===== config.mk =====
export PLATFORM = sky130hd
export DESIGN_NAME = bg_rom_arbiter_flat
export DESIGN_NICKNAME = d
export VERILOG_FILES = /design/src/rtl/bg_rom_arbiter_if.sv /design/src/rtl/bg_rom_arbiter.sv /design/src/flat_wrapper.sv
export SDC_FILE = /design/constraint.sdc
export NUM_CORES = 1
export LEC_CHECK = 0
export BUFFER_PORTS_ARGS = -buffer_cell sky130_fd_sc_hd__buf_2
export CAP_MARGIN = 20
export CELL_PAD_IN_SITES_DETAIL_PLACEMENT = 1
export CELL_PAD_IN_SITES_GLOBAL_PLACEMENT = 1
export CORE_ASPECT_RATIO = 0.7
export CORE_MARGIN = 2
export CORE_UTILIZATION = 30
export CTS_CLUSTER_SIZE = 14
export DETAILED_ROUTE_END_ITERATION = 7
export PLACE_DENSITY = 0.66
export RECOVER_POWER = 100
export SYNTH_ARGS = -nofsm -noshare
export SYNTH_HDL_FRONTEND = slang
export SYNTH_SLANG_ARGS = --single-unit

===== constraint.sdc =====
create_clock -name clk -period 5.46 [get_ports clk]
set_clock_uncertainty 0.15 [all_clocks]
set_input_delay 0.546 -clock clk [delete_from_list [all_inputs] [get_ports clk]]
set_output_delay 0.546 -clock clk [all_outputs]
set_load 0.005 [all_outputs]

===== src/rtl/bg_rom_arbiter_if.sv =====
`default_nettype none
// ============================================================================
// Module  : bg_rom_arbiter_if
// Brief   : Bus bundle between the two ROM requesters, the ROM and the arbiter
// Revision: 1.0
// ============================================================================
interface bg_rom_arbiter_if #(
    parameter int AW = 19,
    parameter int DW = 16
);
    logic          vga_req;
    logic [AW-1:0] vga_addr;
    logic [DW-1:0] vga_data;
    logic          vga_valid;
    logic [15:0]   vga_miss_cnt;
    logic          col_req;
    logic [AW-1:0] col_addr;
    logic          col_ack;
    logic [DW-1:0] col_data;
    logic          col_valid;
    logic [AW-1:0] rom_addr;
    logic [DW-1:0] rom_dout;

    // Environment side: both requesters plus the ROM instance
    modport master (
        output vga_req, vga_addr, col_req, col_addr, rom_dout,
        input  vga_data, vga_valid, vga_miss_cnt, col_ack, col_data, col_valid, rom_addr
    );

    modport slave (
        input  vga_req, vga_addr, col_req, col_addr, rom_dout,
        output vga_data, vga_valid, vga_miss_cnt, col_ack, col_data, col_valid, rom_addr
    );
endinterface
`default_nettype wire


===== src/rtl/bg_rom_arbiter.sv =====
`default_nettype none
// ============================================================================
// Module  : bg_rom_arbiter
// Brief   : VGA-priority arbiter for the background ROM with bounded collision wait
// Revision: 1.0
// ============================================================================
module bg_rom_arbiter #(
    parameter int AW       = 19,
    parameter int DW       = 16,
    parameter int ROM_LAT  = 1,
    parameter int MAX_WAIT = 8
) (
    input  logic            clk,
    input  logic            rst_n,
    bg_rom_arbiter_if.slave bus
);
    localparam int              C_WCW       = (MAX_WAIT > 1) ? $clog2(MAX_WAIT) : 1;
    localparam int              C_PD        = ROM_LAT + 1;
    localparam logic [C_WCW-1:0] C_WAIT_LAST = C_WCW'(MAX_WAIT - 1);
    localparam logic [15:0]     C_MISS_SAT  = 16'hFFFF;

    logic [AW-1:0]    rom_addr_q,     rom_addr_d;
    logic             col_ack_q,      col_ack_d;
    logic [C_WCW-1:0] wait_cnt_q,     wait_cnt_d;
    logic [15:0]      vga_miss_cnt_q, vga_miss_cnt_d;
    logic [C_PD-1:0]  tag_vld_q,      tag_vld_d;
    logic [C_PD-1:0]  tag_col_q,      tag_col_d;
    logic [DW-1:0]    vga_data_q,     vga_data_d;
    logic             vga_valid_q,    vga_valid_d;
    logic [DW-1:0]    col_data_q,     col_data_d;
    logic             col_valid_q,    col_valid_d;

    logic w_col_elig;
    logic w_force;
    logic w_grant_vga;
    logic w_grant_col;
    logic w_drop;

    // A request sitting in its ack cycle has already been issued
    always_comb begin
        w_col_elig  = bus.col_req & ~col_ack_q;
        w_force     = w_col_elig & (wait_cnt_q == C_WAIT_LAST);
        w_grant_vga = bus.vga_req & ~w_force;
        w_grant_col = w_col_elig & ~w_grant_vga;
        w_drop      = bus.vga_req & w_force;
    end

    always_comb begin
        rom_addr_d     = rom_addr_q;
        col_ack_d      = w_grant_col;
        wait_cnt_d     = wait_cnt_q;
        vga_miss_cnt_d = vga_miss_cnt_q;
        tag_vld_d      = '0;
        tag_col_d      = '0;
        vga_data_d     = vga_data_q;
        vga_valid_d    = 1'b0;
        col_data_d     = col_data_q;
        col_valid_d    = 1'b0;

        if (w_grant_vga) begin
            rom_addr_d = bus.vga_addr;
        end else if (w_grant_col) begin
            rom_addr_d = bus.col_addr;
        end

        if (!bus.col_req || w_grant_col) begin
            wait_cnt_d = '0;
        end else if (w_col_elig) begin
            wait_cnt_d = wait_cnt_q + 1'b1;
        end

        if (w_drop && (vga_miss_cnt_q != C_MISS_SAT)) begin
            vga_miss_cnt_d = vga_miss_cnt_q + 16'd1;
        end

        // Tag stage C_PD-1 lines up with the ROM output for that read
        tag_vld_d[0] = w_grant_vga | w_grant_col;
        tag_col_d[0] = w_grant_col;
        for (int i = 1; i < C_PD; i++) begin
            tag_vld_d[i] = tag_vld_q[i-1];
            tag_col_d[i] = tag_col_q[i-1];
        end

        if (tag_vld_q[C_PD-1]) begin
            if (tag_col_q[C_PD-1]) begin
                col_data_d  = bus.rom_dout;
                col_valid_d = 1'b1;
            end else begin
                vga_data_d  = bus.rom_dout;
                vga_valid_d = 1'b1;
            end
        end
    end

    always_ff @(posedge clk or negedge rst_n) begin
        if (!rst_n) begin
            rom_addr_q     <= '0;
            col_ack_q      <= 1'b0;
            wait_cnt_q     <= '0;
            vga_miss_cnt_q <= '0;
            tag_vld_q      <= '0;
            tag_col_q      <= '0;
            vga_data_q     <= '0;
            vga_valid_q    <= 1'b0;
            col_data_q     <= '0;
            col_valid_q    <= 1'b0;
        end else begin
            rom_addr_q     <= rom_addr_d;
            col_ack_q      <= col_ack_d;
            wait_cnt_q     <= wait_cnt_d;
            vga_miss_cnt_q <= vga_miss_cnt_d;
            tag_vld_q      <= tag_vld_d;
            tag_col_q      <= tag_col_d;
            vga_data_q     <= vga_data_d;
            vga_valid_q    <= vga_valid_d;
            col_data_q     <= col_data_d;
            col_valid_q    <= col_valid_d;
        end
    end

    assign bus.rom_addr     = rom_addr_q;
    assign bus.col_ack      = col_ack_q;
    assign bus.vga_miss_cnt = vga_miss_cnt_q;
    assign bus.vga_data     = vga_data_q;
    assign bus.vga_valid    = vga_valid_q;
    assign bus.col_data     = col_data_q;
    assign bus.col_valid    = col_valid_q;
endmodule
`default_nettype wire


===== src/flat_wrapper.sv =====
// flat-port wrapper written by rule: the top's interface ports become plain ports
module bg_rom_arbiter_flat 
#(
    parameter int AW       = 19,
    parameter int DW       = 16,
    parameter int ROM_LAT  = 1,
    parameter int MAX_WAIT = 8
)
  (clk, rst_n, bus_vga_req, bus_vga_addr, bus_col_req, bus_col_addr, bus_rom_dout, bus_vga_data, bus_vga_valid, bus_vga_miss_cnt, bus_col_ack, bus_col_data, bus_col_valid, bus_rom_addr);
  bg_rom_arbiter_if #(.AW(AW), .DW(DW)) bus_i ();
  input  logic clk;
  input  logic rst_n;
  input wire logic [$bits(bus_i.vga_req)-1:0] bus_vga_req;
  input wire logic [$bits(bus_i.vga_addr)-1:0] bus_vga_addr;
  input wire logic [$bits(bus_i.col_req)-1:0] bus_col_req;
  input wire logic [$bits(bus_i.col_addr)-1:0] bus_col_addr;
  input wire logic [$bits(bus_i.rom_dout)-1:0] bus_rom_dout;
  output wire logic [$bits(bus_i.vga_data)-1:0] bus_vga_data;
  output wire logic [$bits(bus_i.vga_valid)-1:0] bus_vga_valid;
  output wire logic [$bits(bus_i.vga_miss_cnt)-1:0] bus_vga_miss_cnt;
  output wire logic [$bits(bus_i.col_ack)-1:0] bus_col_ack;
  output wire logic [$bits(bus_i.col_data)-1:0] bus_col_data;
  output wire logic [$bits(bus_i.col_valid)-1:0] bus_col_valid;
  output wire logic [$bits(bus_i.rom_addr)-1:0] bus_rom_addr;
  assign bus_i.vga_req = bus_vga_req;
  assign bus_i.vga_addr = bus_vga_addr;
  assign bus_i.col_req = bus_col_req;
  assign bus_i.col_addr = bus_col_addr;
  assign bus_i.rom_dout = bus_rom_dout;
  assign bus_vga_data = bus_i.vga_data;
  assign bus_vga_valid = bus_i.vga_valid;
  assign bus_vga_miss_cnt = bus_i.vga_miss_cnt;
  assign bus_col_ack = bus_i.col_ack;
  assign bus_col_data = bus_i.col_data;
  assign bus_col_valid = bus_i.col_valid;
  assign bus_rom_addr = bus_i.rom_addr;
  bg_rom_arbiter #(.AW(AW), .DW(DW), .ROM_LAT(ROM_LAT), .MAX_WAIT(MAX_WAIT)) u_core (.clk(clk), .rst_n(rst_n), .bus(bus_i));
endmodule

==> results of run 1 <==
-- registers in the layout (all words and copies together) (netlist names) --
register / cells
u_core.bus.vga_data: 16
u_core.bus.rom_addr: 19
u_core.bus.col_data: 16
u_core.bus.vga_miss_cnt: 16
u_core.bus.vga_valid: 1
u_core.tag_vld_q: 2
u_core.tag_col_q: 2
u_core.wait_cnt_q: 3
u_core.bus.col_valid: 1
-- layout make-up --
| cell class | count | area (µm²) | area share |
|---|---|---|---|
| Sequential cell | 76 | 1900 | 0.452 |
| Multi-Input combinational cell | 145 | 1180 | 0.280 |
| Timing Repair Buffer | 129 | 608 | 0.144 |
| Clock buffer | 10 | 239 | 0.0568 |
| Tap cell | 132 | 165 | 0.0392 |
| Clock inverter | 5 | 100 | 0.0238 |
| Inverter | 5 | 18.8 | 0.00446 |
-- cell usage after synthesis (all sizes together) (2+ instances only) --
master and instances:
mux2 34, nor2 5, inv 5, ha 3, nand3 9, buf 5, xor2 11, nor3b 2
nor3 5, a21boi 3, a21o 19, nand2 11, and4 2, clkbuf 4, nor4b 2, a21oi 3
nand4 5, nor4 3, dfrtp 76, a22o 19
-- cells by family (layout without fill, tap and decap cells) --
family / after synthesis / in the layout / share of synthesized area
xor+xnor: 11 / 11 / 0.0300
compound gates: 49 / 49 / 0.119
flops: 76 / 76 / 0.592
simple gates: 47 / 47 / 0.106
buf+inv: 14 / 149 / 0.0183
mux: 35 / 35 / 0.123
fa+ha+maj: 3 / 3 / 0.0117
-- power by group through the flow --
stage | combinational, mW | clock [mW] | sequential, mW
after CTS | 0.199 | 0.698 | 0.655
after global placement | 0.191 | 0 | 0.663
after floorplan | 0.0797 | 0 | 0.667
final | 0.183 | 0.671 | 0.656
after global routing | 0.204 | 0.719 | 0.664
after detailed placement | 0.199 | 0 | 0.664
-- path summary, 6_finish.rpt --
check / from / endpoint / depth (start not counted) / slack (ns)
worst max-delay path: u_core.wait_cnt_q[0]$_DFFE_PN0P_ / u_core.bus.rom_addr[7]$_DFFE_PN0P_ / 7 / 2.37
worst min-delay path: u_core.tag_vld_q[0]$_DFF_PN0_ / u_core.tag_vld_q[1]$_DFF_PN0_ / 0 / 0.20
worst max register to register: u_core.wait_cnt_q[0]$_DFFE_PN0P_ / u_core.bus.rom_addr[7]$_DFFE_PN0P_ / 7 / 2.37
worst min register to register: u_core.tag_vld_q[0]$_DFF_PN0_ / u_core.tag_vld_q[1]$_DFF_PN0_ / 0 / 0.20
max in group asynchronous: rst_n / u_core.bus.vga_data[13]$_DFFE_PN0P_ / 1 / 4.31
min in group asynchronous: rst_n / u_core.bus.vga_miss_cnt[3]$_DFFE_PN0P_ / 1 / 0.21
-- worst max-delay path, stage by stage, from the launching register on --
cell	delay [ns]
sky130_fd_sc_hd__dfrtp_1	0.39
sky130_fd_sc_hd__ha_1	0.21
sky130_fd_sc_hd__ha_1	0.21
sky130_fd_sc_hd__a31oi_1	0.61
sky130_fd_sc_hd__clkbuf_1	0.58
sky130_fd_sc_hd__nor3b_1	0.11
sky130_fd_sc_hd__clkbuf_1	0.40
sky130_fd_sc_hd__a21o_1	0.30
-- stage by stage --
stage	instance area, µm²	total power, mW	setup WS (ns)	hold slack, ns
after floorplan	3210	0.746	3.62	0.100
after global placement	4000	0.854	2.99	0.187
after detailed placement	4010	0.863	3.16	0.199
after CTS	4350	1.55	3.15	0.206
after global routing	4210	1.59	2.11	0.215
final	4210	1.51	2.37	0.199
-- metal layers --
layer  vias up  share of wire
li1       1123              -
met1      1222           0.47
met2        84           0.45
met3         7          0.067
met4         0          0.011
met5         -              0
==> results_tabular.tex, run 1 <==
\begin{tabular}{lr}
\hline
Metric & Value \\
\hline
\multicolumn{2}{l}{\textbf{Run status}} \\
\quad Outcome & finished, violations left \\
\quad Violations in the final reports & capacitance limit, slew limit \\
\multicolumn{2}{l}{\textbf{Global route}} \\
\quad Grt total ovfl & 0 \\
\quad Overall global routing resource usage & 0.145 \\
\quad First-pass GRT wire length & 13.1 mm \\
\quad M1 GR Usage & 0.198 \\
\quad Vias in the first global route & 2532 \\
\quad Global Route met3 Usage & 0.0492 \\
\quad Initial antenna violation count & 0 \\
\quad Met2 Track Usage GR & 0.214 \\
\quad Most crowded layer after global routing & met2 \\
\quad Maximum number of pins on one net before global-route repair & 77 \\
\multicolumn{2}{l}{\textbf{Hold path}} \\
\quad Worst Hold Class & flip-flop to flip-flop \\
\multicolumn{2}{l}{\textbf{Synthesis}} \\
\quad Mapped Nets & 296 \\
\quad Warning count from the yosys run & 0 \\
\quad Prevailing post-synth register cell & sky130\_fd\_sc\_hd\_\_dfrtp\_1 \\
\quad Synth area leader & sky130\_fd\_sc\_hd\_\_dfrtp\_1 \\
\quad Cell types occupying the most area after synthesis & sky130\_fd\_sc\_hd\_\_dfrtp\_1 59\%, sky130\_fd\_sc\_hd\_\_mux2\_2 12\%, sky130\_fd\_sc\_hd\_\_a22o\_1 5.2\% \\
\quad Portion of the post-synthesis area used by sequential elements & 0.592 \\
\quad Netlist cell types & 35 \\
\quad Average footprint of a synthesized cell & 13.7 µm² \\
\quad FFs w/ async S/R, synth & 1.00 \\
\quad Cell Area, Synth & 3210 µm² \\
\quad Number of cells produced by synthesis & 235 \\
\quad Count of state elements after synthesis & 76 \\
\quad Area fraction of the dominant cell type after synthesis & 0.592 \\
\quad Number of synthesized flops with an enable pin & 0 \\
\multicolumn{2}{l}{\textbf{Cells and area}} \\
\quad Fraction of layout instances using a drive strength above 1 & 0.403 \\
\quad Antenna diode instance count & 0 \\
\quad Fin nets & 427 \\
\quad Fillcell total & 1167 \\
\quad Leading cell type in the layout, fill and taps excluded & sky130\_fd\_sc\_hd\_\_buf\_2 \\
\quad Synthesis-to-finish area growth & 31.1\% \\
\quad Final design utilization & 0.405 \\
\quad Final Non-Filler Cells & 502 \\
\quad Commonest cells after routing, fill and taps aside & 96 x sky130\_fd\_sc\_hd\_\_buf\_2, 76 x sky130\_fd\_sc\_hd\_\_dfrtp\_1, 33 x sky130\_fd\_sc\_hd\_\_mux2\_2, 30 x sky130\_fd\_sc\_hd\_\_clkbuf\_1 \\
\multicolumn{2}{l}{\textbf{Die}} \\
\quad Horizontal extent of the die & 128 µm \\
\quad Die area & 11600 µm² \\
\quad IO Pins & 128 \\
\quad Core outline area & 10400 µm² \\
\quad Die Height & 90.6 µm \\
\quad Count of standard-cell rows & 31 \\
\quad Initial Utilization & 0.309 \\
\multicolumn{2}{l}{\textbf{Clocking}} \\
\quad Clock-pin slew on the worst setup and hold paths & 0.06 ns \\
\quad CTS Hold Bufs & 0 \\
\quad Number of clock sinks & 76 \\
\quad Clock root buffer master & sky130\_fd\_sc\_hd\_\_clkbuf\_16 \\
\quad Clock latency at the later pin of the worst-skew pair & 0.33 ns \\
\quad H-tree level count & 3 \\
\quad \# Post-CTS Setup Buffers & 0 \\
\quad Number of resized instances in the post-cts repair step & 0 \\
\quad Inserted Clock Buffers & 9 \\
\quad Buffers from clock root to sink, at most & 2 \\
\quad Clock tree from TritonCTS & built \\
\multicolumn{2}{l}{\textbf{Timing}} \\
\quad Transition at the pin with the smallest max-transition slack & 1.63 ns \\
\quad Final period demand of the worst path & 3.09 ns \\
\quad RSZ-0062 raised after global routing & false \\
\quad Hold Vio Cnt, Final & 0 \\
\quad Final worst-path cycle share & 0.565 \\
\quad Maximum clock rate & 324 MHz \\
\quad Final Slew Violations & 21 \\
\quad Max\_slew headroom & -0.0869 \\
\quad Final number of setup-violating endpoints & 0 \\
\quad Total negative slack & 0 ns \\
\multicolumn{2}{l}{\textbf{Worst setup path}} \\
\quad Largest fanout on the critical path & 20 \\
\quad Crit path capture type & flip-flop \\
\quad Data required time at the worst endpoint & 5.52 ns \\
\quad Crit start category & flip-flop \\
\quad Arrival @ worst endpoint & 3.15 ns \\
\quad Category of the most critical setup path & flip-flop to flip-flop \\
\multicolumn{2}{l}{\textbf{Power and ir drop}} \\
\quad Switching power & 332 µW \\
\quad Comb pwr share & 0.121 \\
\quad Switching share of power & 0.220 \\
\quad Leak Pwr & 2.14 nW \\
\quad Clock network fraction of design power & 0.444 \\
\quad Relative contribution of sequential cells to total power & 0.434 \\
\quad Cell internal pwr & 1.18 mW \\
\quad PD cells & 358 nW/µm² \\
\quad Worst VDD drop & 0.149 mV \\
\multicolumn{2}{l}{\textbf{Drt}} \\
\quad Detailed-route via count & 2436 \\
\quad Detailed-route vias per instance & 4.85 \\
\quad Number of DRC markers after the initial detailed-route iteration & 98 \\
\quad Residual DRC count & 0 \\
\quad Number of iterations in the first detailed-routing pass & 4 \\
\quad Count of antenna-violating nets left after detailed routing & 0 \\
\quad Overall routed net length & 8.00 mm \\
\quad Wirelength per Cell & 15.9 µm \\
\multicolumn{2}{l}{\textbf{Placed design}} \\
\quad Final estimated routing congestion in global placement & 0.719 \\
\quad HPWL reported at the end of detailed placement & 5.76 mm \\
\quad I/O Buffers & 127 \\
\quad Number of instances in the placed design & 487 \\
\multicolumn{2}{l}{\textbf{Job}} \\
\quad Number of max-capacitance violations reported & 1 \\
\hline
\end{tabular}
(Power assumes the default switching activity.)
==> run 2: changes to the inputs <==
--- a/config.mk
+++ b/config.mk
@@ -14,7 +14,7 @@
 export CORE_UTILIZATION = 30
 export CTS_CLUSTER_SIZE = 14
 export DETAILED_ROUTE_END_ITERATION = 7
-export PLACE_DENSITY = 0.66
+export PLACE_DENSITY = 0.68
 export RECOVER_POWER = 100
 export SYNTH_ARGS = -nofsm -noshare
 export SYNTH_HDL_FRONTEND = slang
==> constraint.sdc (replaced) <==
create_clock -name clk -period 2.62 [get_ports clk]
set_clock_uncertainty 0.15 [all_clocks]
set_input_delay 0.262 -clock clk [delete_from_list [all_inputs] [get_ports clk]]
set_output_delay 0.262 -clock clk [all_outputs]
set_load 0.005 [all_outputs]
==> results_tabular.tex, run 2 (synthesis gave the netlist of run 1 again) <==
\begin{tabular}{lr}
\hline
Metric & Value \\
\hline
\multicolumn{2}{l}{\textbf{Power and ir drop}} \\
\quad PD cells & 718 nW/µm² (was 358 nW/µm²) \\
\quad Comb pwr share & 0.128 (was 0.121) \\
\quad Cell internal pwr & 2.49 mW (was 1.18 mW) \\
\quad Switching share of power & 0.226 (was 0.220) \\
\quad Switching power & 726 µW (was 332 µW) \\
\quad Worst VDD drop & 0.304 mV (was 0.149 mV) \\
\quad Clock network fraction of design power & 0.447 (was 0.444) \\
\quad Relative contribution of sequential cells to total power & 0.425 (was 0.434) \\
\quad Leak Pwr & 2.28 nW (was 2.14 nW) \\
\multicolumn{2}{l}{\textbf{Worst setup path}} \\
\quad Stage delay of the slowest cell on the critical path & 0.40 ns (was 0.61 ns) \\
\quad Category of the most critical setup path & flip-flop to flip-flop (unchanged) \\
\quad Crit start category & flip-flop (unchanged) \\
\quad Kind of cell adding the most delay to the critical path & compound AO/OA/AOI/OAI gates (was buffers and inverters) \\
\quad Crit path capture type & flip-flop (unchanged) \\
\quad Largest fanout on the critical path & 20 (unchanged) \\
\quad Arrival @ worst endpoint & 2.19 ns (was 3.15 ns) \\
\quad CP max-delay cell & sky130\_fd\_sc\_hd\_\_dfrtp\_1 (was sky130\_fd\_sc\_hd\_\_a31oi\_1) \\
\quad Most repeated library cell on the critical path & sky130\_fd\_sc\_hd\_\_ha\_1 \\
\quad Cells along the critical path & ha\_1 > ha\_1 > a31oi\_2 > nor3b\_1 > clkbuf\_2 > a21o\_1 (was ha\_1 > ha\_1 > a31oi\_1 > clkbuf\_1 > nor3b\_1 > clkbuf\_1 > a21o\_1) \\
\quad Worst Path Buf+Inv & 1 (was 2) \\
\quad Data required time at the worst endpoint & 2.69 ns (was 5.52 ns) \\
\multicolumn{2}{l}{\textbf{Placed design}} \\
\quad HPWL reported at the end of detailed placement & 5.63 mm (was 5.76 mm) \\
\quad Final estimated routing congestion in global placement & 0.738 (was 0.719) \\
\quad Worst slack at placement & 0.570 ns (was 3.16 ns) \\
\quad I/O Buffers & 127 (unchanged) \\
\quad Number of instances in the placed design & 490 (was 487) \\
\multicolumn{2}{l}{\textbf{Run status}} \\
\quad Outcome & complete, no violations (was finished, violations left) \\
\multicolumn{2}{l}{\textbf{Global route}} \\
\quad Initial antenna violation count & 0 (unchanged) \\
\quad Maximum number of pins on one net before global-route repair & 77 (unchanged) \\
\quad Overall global routing resource usage & 0.151 (was 0.145) \\
\quad Vias in the first global route & 2601 (was 2532) \\
\quad First-pass GRT wire length & 13.6 mm (was 13.1 mm) \\
\quad Grt total ovfl & 0 (unchanged) \\
\multicolumn{2}{l}{\textbf{Drt}} \\
\quad Wirelength per Cell & 15.7 µm (was 15.9 µm) \\
\quad Number of iterations in the first detailed-routing pass & 4 (unchanged) \\
\quad Overall routed net length & 8.24 mm (was 8.00 mm) \\
\quad Detailed-route via count & 2497 (was 2436) \\
\quad Detailed-route vias per instance & 4.75 (was 4.85) \\
\quad Count of antenna-violating nets left after detailed routing & 0 (unchanged) \\
\quad Number of DRC markers after the initial detailed-route iteration & 104 (was 98) \\
\quad Residual DRC count & 0 (unchanged) \\
\multicolumn{2}{l}{\textbf{Timing}} \\
\quad Final worst-path cycle share & 0.807 (was 0.565) \\
\quad PnR worst setup slack & 0.505 ns (was 2.37 ns) \\
\quad Final Slew Violations & 0 (was 21) \\
\quad Maximum clock rate & 473 MHz (was 324 MHz) \\
\quad RSZ-0062 raised after global routing & false (unchanged) \\
\quad Transition at the pin with the smallest max-transition slack & 1.07 ns (was 1.63 ns) \\
\quad Total negative slack & 0 ns (unchanged) \\
\quad Final period demand of the worst path & 2.12 ns (was 3.09 ns) \\
\quad Hold Vio Cnt, Final & 0 (unchanged) \\
\quad Final number of setup-violating endpoints & 0 (unchanged) \\
\quad Max\_slew headroom & 0.286 (was -0.0869) \\
\multicolumn{2}{l}{\textbf{Job}} \\
\quad Number of max-capacitance violations reported & 0 (was 1) \\
\multicolumn{2}{l}{\textbf{Die}} \\
\quad Die area & 11600 µm² (unchanged) \\
\quad Initial Utilization & 0.309 (unchanged) \\
\quad IO Pins & 128 (unchanged) \\
\quad Die Height & 90.6 µm (unchanged) \\
\quad Core outline area & 10400 µm² (unchanged) \\
\quad Count of standard-cell rows & 31 (unchanged) \\
\quad Horizontal extent of the die & 128 µm (unchanged) \\
\multicolumn{2}{l}{\textbf{Cells and area}} \\
\quad Fraction of layout instances using a drive strength above 1 & 0.409 (was 0.403) \\
\quad Fin nets & 450 (was 427) \\
\quad Final Non-Filler Cells & 526 (was 502) \\
\quad Max FFs per register & 19 (unchanged) \\
\quad Commonest cells after routing, fill and taps aside & 102 x sky130\_fd\_sc\_hd\_\_buf\_2, 76 x sky130\_fd\_sc\_hd\_\_dfrtp\_1, 33 x sky130\_fd\_sc\_hd\_\_mux2\_2, 26 x sky130\_fd\_sc\_hd\_\_clkbuf\_1, 20 x sky130\_fd\_sc\_hd\_\_dlygate4sd3\_1 (was 96 x sky130\_fd\_sc\_hd\_\_buf\_2, 76 x sky130\_fd\_sc\_hd\_\_dfrtp\_1, 33 x sky130\_fd\_sc\_hd\_\_mux2\_2, 30 x sky130\_fd\_sc\_hd\_\_clkbuf\_1) \\
\quad Synthesis-to-finish area growth & 39.2\% (was 31.1\%) \\
\quad Antenna diode instance count & 0 (unchanged) \\
\quad Leading cell type in the layout, fill and taps excluded & sky130\_fd\_sc\_hd\_\_buf\_2 (unchanged) \\
\multicolumn{2}{l}{\textbf{Clocking}} \\
\quad Number of resized instances in the post-cts repair step & 0 (unchanged) \\
\quad Inserted Clock Buffers & 9 (unchanged) \\
\quad Buffers from clock root to sink, at most & 2 (unchanged) \\
\quad \# Post-CTS Setup Buffers & 0 (unchanged) \\
\quad Clock tree from TritonCTS & built (unchanged) \\
\quad Clock root buffer master & sky130\_fd\_sc\_hd\_\_clkbuf\_16 (unchanged) \\
\quad Clock-pin slew on the worst setup and hold paths & 0.06 ns (about the same) \\
\quad Number of clock sinks & 76 (unchanged) \\
\quad H-tree level count & 3 (unchanged) \\
\quad CTS Hold Bufs & 20 (was 0) \\
\quad Clock latency at the later pin of the worst-skew pair & 0.33 ns (about the same) \\
\multicolumn{2}{l}{\textbf{Hold path}} \\
\quad Worst Hold Class & input pin to flip-flop (was flip-flop to flip-flop) \\
\hline
\end{tabular}
## run 2: cell count changes in the layout (fill, tap and decap cells not counted), moves of 2 or more
cell,before,now
sky130_fd_sc_hd__clkbuf_2,0,2
sky130_fd_sc_hd__dlygate4sd3_1,0,20
sky130_fd_sc_hd__nor4_1,3,1
sky130_fd_sc_hd__clkbuf_1,30,26
sky130_fd_sc_hd__buf_2,96,102
sky130_fd_sc_hd__buf_1,2,0
## run 2: through the flow
step | instance area [µm²] | power, mW | hold slack (ns) | util
4_1_cts | 4580 | 3.29 | 0.0143 | 0.440
5_1_grt | 4470 | 3.39 | 0.0174 | 0.430
6_report | 4470 | 3.21 | 0.0276 | 0.430
3_3_place_gp | 4030 | 1.78 | 0.182 | 0.387
3_5_place_dp | 4030 | 1.80 | 0.200 | 0.387
2_1_floorplan | 3210 | 1.56 | -0.184 | -
## run 2: path summary, 6_finish.rpt
| path | startpoint | endpoint | slack, ns | cells past startpoint |
|---|---|---|---|---|
| setup / recovery | u_core.wait_cnt_q[0]$_DFFE_PN0P_ | u_core.bus.rom_addr[14]$_DFFE_PN0P_ | 0.50 | 6 |
| hold / removal | bus_rom_dout[6] | u_core.bus.vga_data[6]$_DFFE_PN0P_ | 0.03 | 2 |
| setup reg to reg | u_core.wait_cnt_q[0]$_DFFE_PN0P_ | u_core.bus.rom_addr[14]$_DFFE_PN0P_ | 0.50 | 6 |
| hold reg to reg | u_core.tag_vld_q[0]$_DFF_PN0_ | u_core.tag_vld_q[1]$_DFF_PN0_ | 0.21 | 0 |
| max in group asynchronous | rst_n | u_core.bus.col_data[2]$_DFFE_PN0P_ | 1.20 | 2 |
| min in group asynchronous | rst_n | u_core.bus.vga_miss_cnt[3]$_DFFE_PN0P_ | 0.47 | 2 |
## run 2: per-layer routing
metal / vias up / GRT usage / share of wire
li1: 1171 / - / -
met1: 1228 / 0.196 / 0.45
met2: 88 / 0.237 / 0.47
met3: 10 / 0.0557 / 0.062
met4: 0 / 0.0412 / 0.016
met5: - / 0 / 0
## run 2: power groups by stage
stage	clock, mW	sequential (mW)	combinational (mW)
after floorplan	0	1.39	0.166
after global placement	0	1.38	0.403
after detailed placement	0	1.38	0.416
after CTS	1.48	1.37	0.439
after global routing	1.55	1.38	0.457
final	1.44	1.37	0.410
## run 2: area by class of cell
type | instances | area [µm²]
timing repair buffer | 152 | 833
clock inverter | 6 | 111
multi-input combinational | 145 | 1200
fill | 1150 | 5920
tap | 132 | 165
clock buffer | 10 | 239
inverter | 5 | 18.8
sequential | 76 | 1900
